## src/rtl/blackjack_pkg.sv

```systemverilog
// blackjack_pkg: deck constants, dealer states and card index decoding shared by the card blocks
package blackjack_pkg;

   localparam int DECK_SIZE = 52;
   localparam int SUIT_SIZE = 13;

   typedef enum logic [1:0] {IDLE, SAMPLE, PROBE} dealer_state_t;

   typedef struct packed {
      logic [1:0] suit;
      logic [3:0] rank;
   } card_t;

   // Repeated compare/subtract keeps the divide-by-13 cheap on a 6-bit index
   function automatic card_t idx_to_card(input logic [5:0] idx);
      card_t c;
      logic [5:0] r;
      r = idx;
      c.suit = 2'd0;
      for (int s = 0; s < 3; s++)
         if (r >= 6'(SUIT_SIZE)) begin
            r = r - 6'(SUIT_SIZE);
            c.suit = c.suit + 2'd1;
         end
      c.rank = 4'(r + 6'd1);
      return c;
   endfunction

endpackage

```

## src/rtl/card_decode.sv

```systemverilog
// card_decode: maps a 0..51 card index to rank, suit and blackjack points (ace counts 1)
module card_decode
   import blackjack_pkg::*;
(
   input  logic [5:0] card_idx,
   output logic [3:0] rank,
   output logic [1:0] suit,
   output logic [3:0] points
);

   card_t c;

   always_comb begin
      c = idx_to_card(card_idx);
      rank = c.rank;
      suit = c.suit;
      points = (c.rank > 4'd10) ? 4'd10 : c.rank;
   end

endmodule

```

## src/rtl/card_dealer.sv

```systemverilog
// card_dealer: deals cards without replacement from one 52-card deck using an external LFSR value,
// probing linearly from the random slot until an undealt card is found
module card_dealer
   import blackjack_pkg::*;
#(
   parameter int RND_W = 9
) (
   input  logic             clk,
   input  logic             rst,
   input  logic [RND_W-1:0] rnd,
   input  logic             deal_req,
   input  logic             shuffle,
   output logic             busy,
   output logic             card_valid,
   output logic [5:0]       card_idx,
   output logic [3:0]       rank,
   output logic [1:0]       suit,
   output logic [3:0]       points,
   output logic [5:0]       cards_left,
   output logic             deck_empty,
   output logic             err_empty
);

   localparam logic [5:0] DECK = 6'(DECK_SIZE);
   localparam logic [5:0] LAST = 6'(DECK_SIZE - 1);

   dealer_state_t state, next;
   logic [DECK_SIZE-1:0] used;
   logic [5:0] ptr, fold;
   logic hit, err_now;
   logic [3:0] dec_rank, dec_points;
   logic [1:0] dec_suit;
   logic unused_rnd;

   assign unused_rnd = ^rnd[RND_W-1:6];
   assign busy = (state != IDLE);
   assign deck_empty = (cards_left == 6'd0);

   card_decode u_decode (
      .card_idx(ptr),
      .rank    (dec_rank),
      .suit    (dec_suit),
      .points  (dec_points)
   );

   always_comb begin
      fold = (rnd[5:0] < DECK) ? rnd[5:0] : rnd[5:0] - DECK;
      hit = (state == PROBE) && !used[ptr] && !shuffle;
      err_now = (state == IDLE) && !shuffle && deal_req && deck_empty;
      next = shuffle ? IDLE :
             (state == IDLE) ? ((deal_req && !deck_empty) ? SAMPLE : IDLE) :
             (state == SAMPLE) ? PROBE :
             (state == PROBE && used[ptr]) ? PROBE : IDLE;
   end

   always_ff @(posedge clk) begin
      if (!rst) begin
         state <= IDLE;
         used <= '0;
         ptr <= '0;
         cards_left <= DECK;
         card_valid <= 1'b0;
         err_empty <= 1'b0;
         card_idx <= '0;
         rank <= '0;
         suit <= '0;
         points <= '0;
      end else begin
         state <= next;
         card_valid <= hit;
         err_empty <= err_now;
         if (shuffle) begin
            used <= '0;
            cards_left <= DECK;
         end else if (hit) begin
            used[ptr] <= 1'b1;
            cards_left <= cards_left - 6'd1;
            card_idx <= ptr;
            rank <= dec_rank;
            suit <= dec_suit;
            points <= dec_points;
         end
         if (state == SAMPLE)
            ptr <= fold;
         else if (state == PROBE)
            ptr <= (ptr == LAST) ? 6'd0 : ptr + 6'd1;
      end
   end

endmodule
```

## config.mk

```make
export PLATFORM = sky130hd
export DESIGN_NAME = card_dealer
export DESIGN_NICKNAME = d
export VERILOG_FILES = /design/src/rtl/blackjack_pkg.sv /design/src/rtl/card_decode.sv /design/src/rtl/card_dealer.sv
export SDC_FILE = /design/constraint.sdc
export NUM_CORES = 1
export LEC_CHECK = 0
export CAP_MARGIN = 10
export CORE_ASPECT_RATIO = 0.8
export CORE_MARGIN = 4
export CORE_UTILIZATION = 52
export DETAILED_ROUTE_END_ITERATION = 12
export PLACE_DENSITY = 0.76
export REMOVE_ABC_BUFFERS = 1
export SLEW_MARGIN = 10
export SYNTH_ARGS = -nofsm -noshare
export SYNTH_HDL_FRONTEND = slang
export SYNTH_SLANG_ARGS = --single-unit
```

## constraint.sdc

```tcl
create_clock -name clk -period 4.6 [get_ports clk]
set_clock_uncertainty 0.05 [all_clocks]
set_input_delay 0.69 -clock clk [delete_from_list [all_inputs] [get_ports clk]]
set_output_delay 0.69 -clock clk [all_outputs]
set_load 0.02 [all_outputs]
```

# == Word-level counts from Yosys, hierarchy flattened ==
# Cells that the tools add are included.
# classes
addsub,9
order_cmp,7
n_eq_ne,3
muxes,19
n_bitwise,3
n_reduce_logical,17
# ops
operator,count
$or A52 B52 Y52,1
$mux W6,6
$ge A6 B4 Y1 const B,3
$sub A6 B4 Y6 const B,2
$mux W2,5
$logic_and A1 B1 Y1,8
$mux W4,2
$lt A6 B7 Y1 const B,1
$add A6 B1 Y6 const B,1
$bmux W1 S6,1
$demux W1 S6,1
$eq A6 B6 Y1 const B,1
$ge A6 B1 Y1 const B,1
$logic_not A6 Y1,1
$lt A6 B6 Y1 const B,1
$sub A6 B1 Y6 const B,1
$sub A6 B6 Y6 const B,1
$add A4 B1 Y4 const B,1
$gt A4 B4 Y1 const B,1
$mux W1,4
$reduce_bool A2 Y1,2
$sub A4 B4 Y4 const B,1
$logic_not A1 Y1,3
$add A1 B1 Y2 const B,1
other kinds (7),8
# word_totals
ff_bits,84
input_bits,13

# == Longest topological paths before layout ==
# logic_depth
depth_word,9
depth_mapped,25
depth_no_buf,22

# == Hierarchy ==
# A second synthesis with hierarchy kept.
# unflattened
cells_unflattened,491
area_unflattened_um2,4675.7
# modules_own_cells
mod,n_inst,cells_per_inst,area_per_inst_um2
card_dealer,1,382,3813.7
card_decode,1,109,862.1

# == Least setup slack after synthesis ==
# Ideal clock, no wire load.
# synth_timing
path_kind,register -> register
from,reg ptr[0]
to,reg points[2]
t_arrival_ns,4.302
setup_slack_ns,0.130
stages_incl_launch_ff,24
period_less_slack_ns,4.470
path_cell_list,dfxtp_1 -> buf_6 -> buf_6 -> inv_1 -> ha_1 -> clkbuf_1 -> o21ba_2 -> o22a_1 -> o211ai_1 -> o21ai_0 -> inv_1 -> o21ai_0 -> o21ai_0 -> inv_1 -> ha_1 -> a21oi_1 -> a221o_1 -> clkbuf_1 -> xnor2_1 -> ha_1 -> xnor2_1 -> xnor2_1 -> and2_1 -> a32o_1
# synth_between
elab_chain_cells,9
elab_cells_between_ends,18
# synth_lines
item,line,text
"start, declared",card_dealer.sv:29,"logic [5:0] ptr, fold;"
"start signal, assigned",card_dealer.sv:84,ptr <= fold;
"start signal, assigned",card_dealer.sv:86,ptr <= (ptr == LAST) ? 6'd0 : ptr + 6'd1;
$sub A6 B4 Y6 / $ge A6 B4 Y1 (equally long branches),"blackjack_pkg.sv:22, blackjack_pkg.sv:21",
$mux W6,blackjack_pkg.sv:21,if (r >= 6'(SUIT_SIZE)) begin
$sub A6 B4 Y6 / $ge A6 B4 Y1 (equally long branches),"blackjack_pkg.sv:22, blackjack_pkg.sv:21",
$mux W6,blackjack_pkg.sv:21,
$ge A6 B4 Y1 / $sub A4 B4 Y4 (equally long branches),"blackjack_pkg.sv:21, blackjack_pkg.sv:22",
$mux W4,blackjack_pkg.sv:21,
$add A4 B1 Y4,blackjack_pkg.sv:25,c.rank = 4'(r + 6'd1);
$gt A4 B4 Y1,card_decode.sv:17,points = (c.rank > 4'd10) ? 4'd10 : c.rank;
$mux W4,card_decode.sv:17,
"end signal, assigned",card_dealer.sv:81,points <= dec_points;
"end, declared",card_dealer.sv:18,"output logic [3:0] points,"
# Parallel ways exist; a longest one is shown, timed or not. The select of a mux whose other input is x is not followed.
# A chain may end at the register's enable or synchronous reset.

# == Worst setup path in the final report ==
# Same ends and word-level chain as after synthesis.

==> impl_metrics.json <==
{
  "outcome": "completed",
  "path_cells": "inv_1 -> ha_1 -> nor2b_1 -> o21ai_0 -> inv_1 -> o211ai_1 -> o21ai_2 -> buf_4 -> xor2_1 -> inv_1 -> ha_1 -> a21oi_1 -> a221o_2 -> nand2_1 -> o21ai_0 -> ha_1 -> xnor2_1 -> xnor2_2 -> and2_1 -> a32o_1",
  "cp_num_buf_inv": 4,
  "setup_violations": 0,
  "post-cts-setup-buffer-count": 0,
  "cp_top_family": "compound AO/OA/AOI/OAI gates",
  "grt_usage": 0.217,
  "drt_iter0_drc": 307,
  "wl_per_cell_um": 15.9,
  "fin_util": 0.616,
  "hold_viol_final": 0,
  "insertion_delay_ps": 370,
  "dieHeight_um": 91.1,
  "syn_area_per_cell_um2": 8.35,
  "grt_pass1_vias": 3693,
  "grt_pass1_wl_um": 18300,
  "hold_class": "reg2reg",
  "cts.sinks": 84,
  "yosysSeqAreaShare": 0.374,
  "yosysWarnings": 0,
  "core_um2": 8450,
  "crit_path_start": "ptr[0]$_SDFFE_PN0P_",
  "synth-main-ff-cell": "dfxtp_1",
  "die_w_um": 112,
  "final_layout_size_suffix_gt1_frac": 0.114,
  "syn_to_final_growth_pct": 15.7,
  "dp_hpwl_um": 7650,
  "cp_slowest_cell": "a221o_2",
  "vdd_drop_max_uv": 178,
  "clock_tree.buffer_depth": 2,
  "cp.required_ps": 4820,
  "grt_antenna_before_repair": 0,
  "synth_area_um2": 4490,
  "cellPowerDensity_nw_per_um2": 268,
  "final_common_cell": "dfxtp_1",
  "startpoint_type": "flop",
  "reg2reg_to": "points[2]$_SDFFE_PN0P_",
  "r2r_start": "ptr[0]$_SDFFE_PN0P_",
  "end_kind": "flop",
  "endpoint": "points[2]$_SDFFE_PN0P_",
  "num-fill-cells": 724,
  "placement.io_buffers": 35,
  "reg2reg_slack_ps": 180,
  "drcViolationCount": 0,
  "crit_fanout": 10,
  "synth_seq_cells": 84,
  "synthArstFlopShare": 0,
  "min_period_over_period": 0.962,
  "die_area_um2": 10200,
  "reg2regPathDepth": 20,
  "path_depth": 20,
  "synth.distinct_cells": 62,
  "grt_max_degree": 34,
  "ant_nets": 0,
  "start_util": 0.532,
  "avgViaCountPerCell": 5.85,
  "leakagePower_nw": 1.82,
  "clk_pin_slew_worst_paths_ps": 100,
  "diodes": 0,
  "cts_tree": "yes",
  "mostFrequentLayoutCells": "dfxtp_1 (84), nor2_1 (62), a21oi_1 (42)",
  "cap_violations": 0,
  "wl_um": 10800,
  "io_pins": 39,
  "vias": 3985,
  "h-tree-depth": 3,
  "hp-start": "card_idx[2]$_SDFFE_PN0P_",
  "cpPeakStageDelay_ps": 490,
  "fmax_ghz": 0.226,
  "slew_headroom": 0.183,
  "row_count": 30,
  "drtPass1Iterations": 5,
  "grt-ovfl-total": 0,
  "nNetsFinal": 592,
  "cts_made_buffers": 9,
  "synth_edf_count": 0,
  "synth_cells": 538,
  "place_congestion": 0.835,
  "period_minus_slack_ps": 4420,
  "path_class": "reg2reg",
  "finalPower_mw": 1.39,
  "worst_pin_slew_ps": 1230,
  "cts_root_buf": "clkbuf_8",
  "slew_viol_final": 0,
  "worstPathArrival_ps": 4650
}
## tightest hold or removal path: stages (launching register included)
cell	delay, ps
dfxtp_1	320
nand2_1	40
a21boi_0	60
## Yosys cell counts (6+ instances only)
cell,count,area share
ha_1,15,0.042
nand3_1,16,0.018
a21oi_1,42,0.047
a21boi_0,7,0.012
nand2_1,40,0.033
inv_1,18,0.015
nor3_1,22,0.025
nand2b_1,11,0.015
o21a_1,27,0.045
mux2i_1,13,0.029
xnor2_1,8,0.016
and3_1,6,0.0084
nor2b_1,13,0.018
o21ai_0,23,0.026
dfxtp_1,84,0.37
nor2_1,62,0.052
buf_2,8,0.0089
a22oi_1,6,0.010
a31oi_1,8,0.011
clkbuf_1,24,0.020
## through the flow
step                      setup slack (ps)  area, um^2  hold slack (ps)  TNS [ps]  cells
after floorplan                       -504        4300              379     -2290    498
after global placement                 326        4960              392         0    665
after detailed placement               232        4960              401         0    665
after CTS                              187        5170              419         0    681
after global routing                  -113        5200              441      -287    681
final                                  176        5200              414         0    681
## cell type report
class / instances / area [um^2] / share of cell area
multi-input combinational: 396 / 2590 / 0.497
sequential: 84 / 1680 / 0.323
timing repair buffer: 55 / 513 / 0.0987
tap: 112 / 140 / 0.0269
clock buffer: 9 / 124 / 0.0238
clock inverter: 7 / 87.6 / 0.0168
inverter: 18 / 67.6 / 0.0130
## kinds of logic (layout without fill, tap and decap cells)
group	after synthesis	count (layout)	synth area share
multiplexers	20	20	0.0590
adder cells (fa/ha/maj)	15	15	0.0418
flip-flops	84	84	0.374
AND/OR/NAND/NOR	197	197	0.220
AO/OA/AOI/OAI	151	151	0.222
XOR/XNOR	13	13	0.0253
buffers and inverters	58	89	0.0574
## registers in the layout, indices dropped and copies added, names as in the netlist
name        count
card_idx        6
card_valid      1
cards_left      6
err_empty       1
points          4
ptr             6
rank            4
state           2
suit            2
used           52
## metal layers
metal / wire, um / track usage / vias up
li1: - / - / 1950
met1: 5030 / 0.314 / 1868
met2: 4760 / 0.327 / 154
met3: 887 / 0.0426 / 13
met4: 123 / 0.0648 / 0
met5: 0 / 0 / -
## where the power goes
group	leakage [nW]	internal (mW)	switching, mW	total [mW]
Combinational	1.04	0.0446	0.0685	0.113
Clock	0.0988	0.259	0.291	0.549
Sequential	0.677	0.728	0.00181	0.730
## what timing repair did
action	4_1_cts	5_1_grt
gates resized for setup	0	6
hold buffers	0	0
setup endpoints to repair	0	4
endpoints found under the hold margin	0	0
## worst min path at each step
| stage | slack [ps] | to | cells after the start |
|---|---|---|---|
| 6_report | 410 | card_idx[2]$_SDFFE_PN0P_ | 2 |
| 5_1_grt | 440 | used[4]$_SDFFE_PP0P_ | 1 |
| 4_1_cts | 420 | card_idx[2]$_SDFFE_PN0P_ | 2 |
| 3_5_place_dp | 400 | used[7]$_SDFFE_PP0P_ | 1 |
| 3_3_place_gp | 390 | used[18]$_SDFFE_PP0P_ | 2 |
| 2_1_floorplan | 380 | used[18]$_SDFFE_PP0P_ | 2 |
Power figures use the tool's default switching activity.
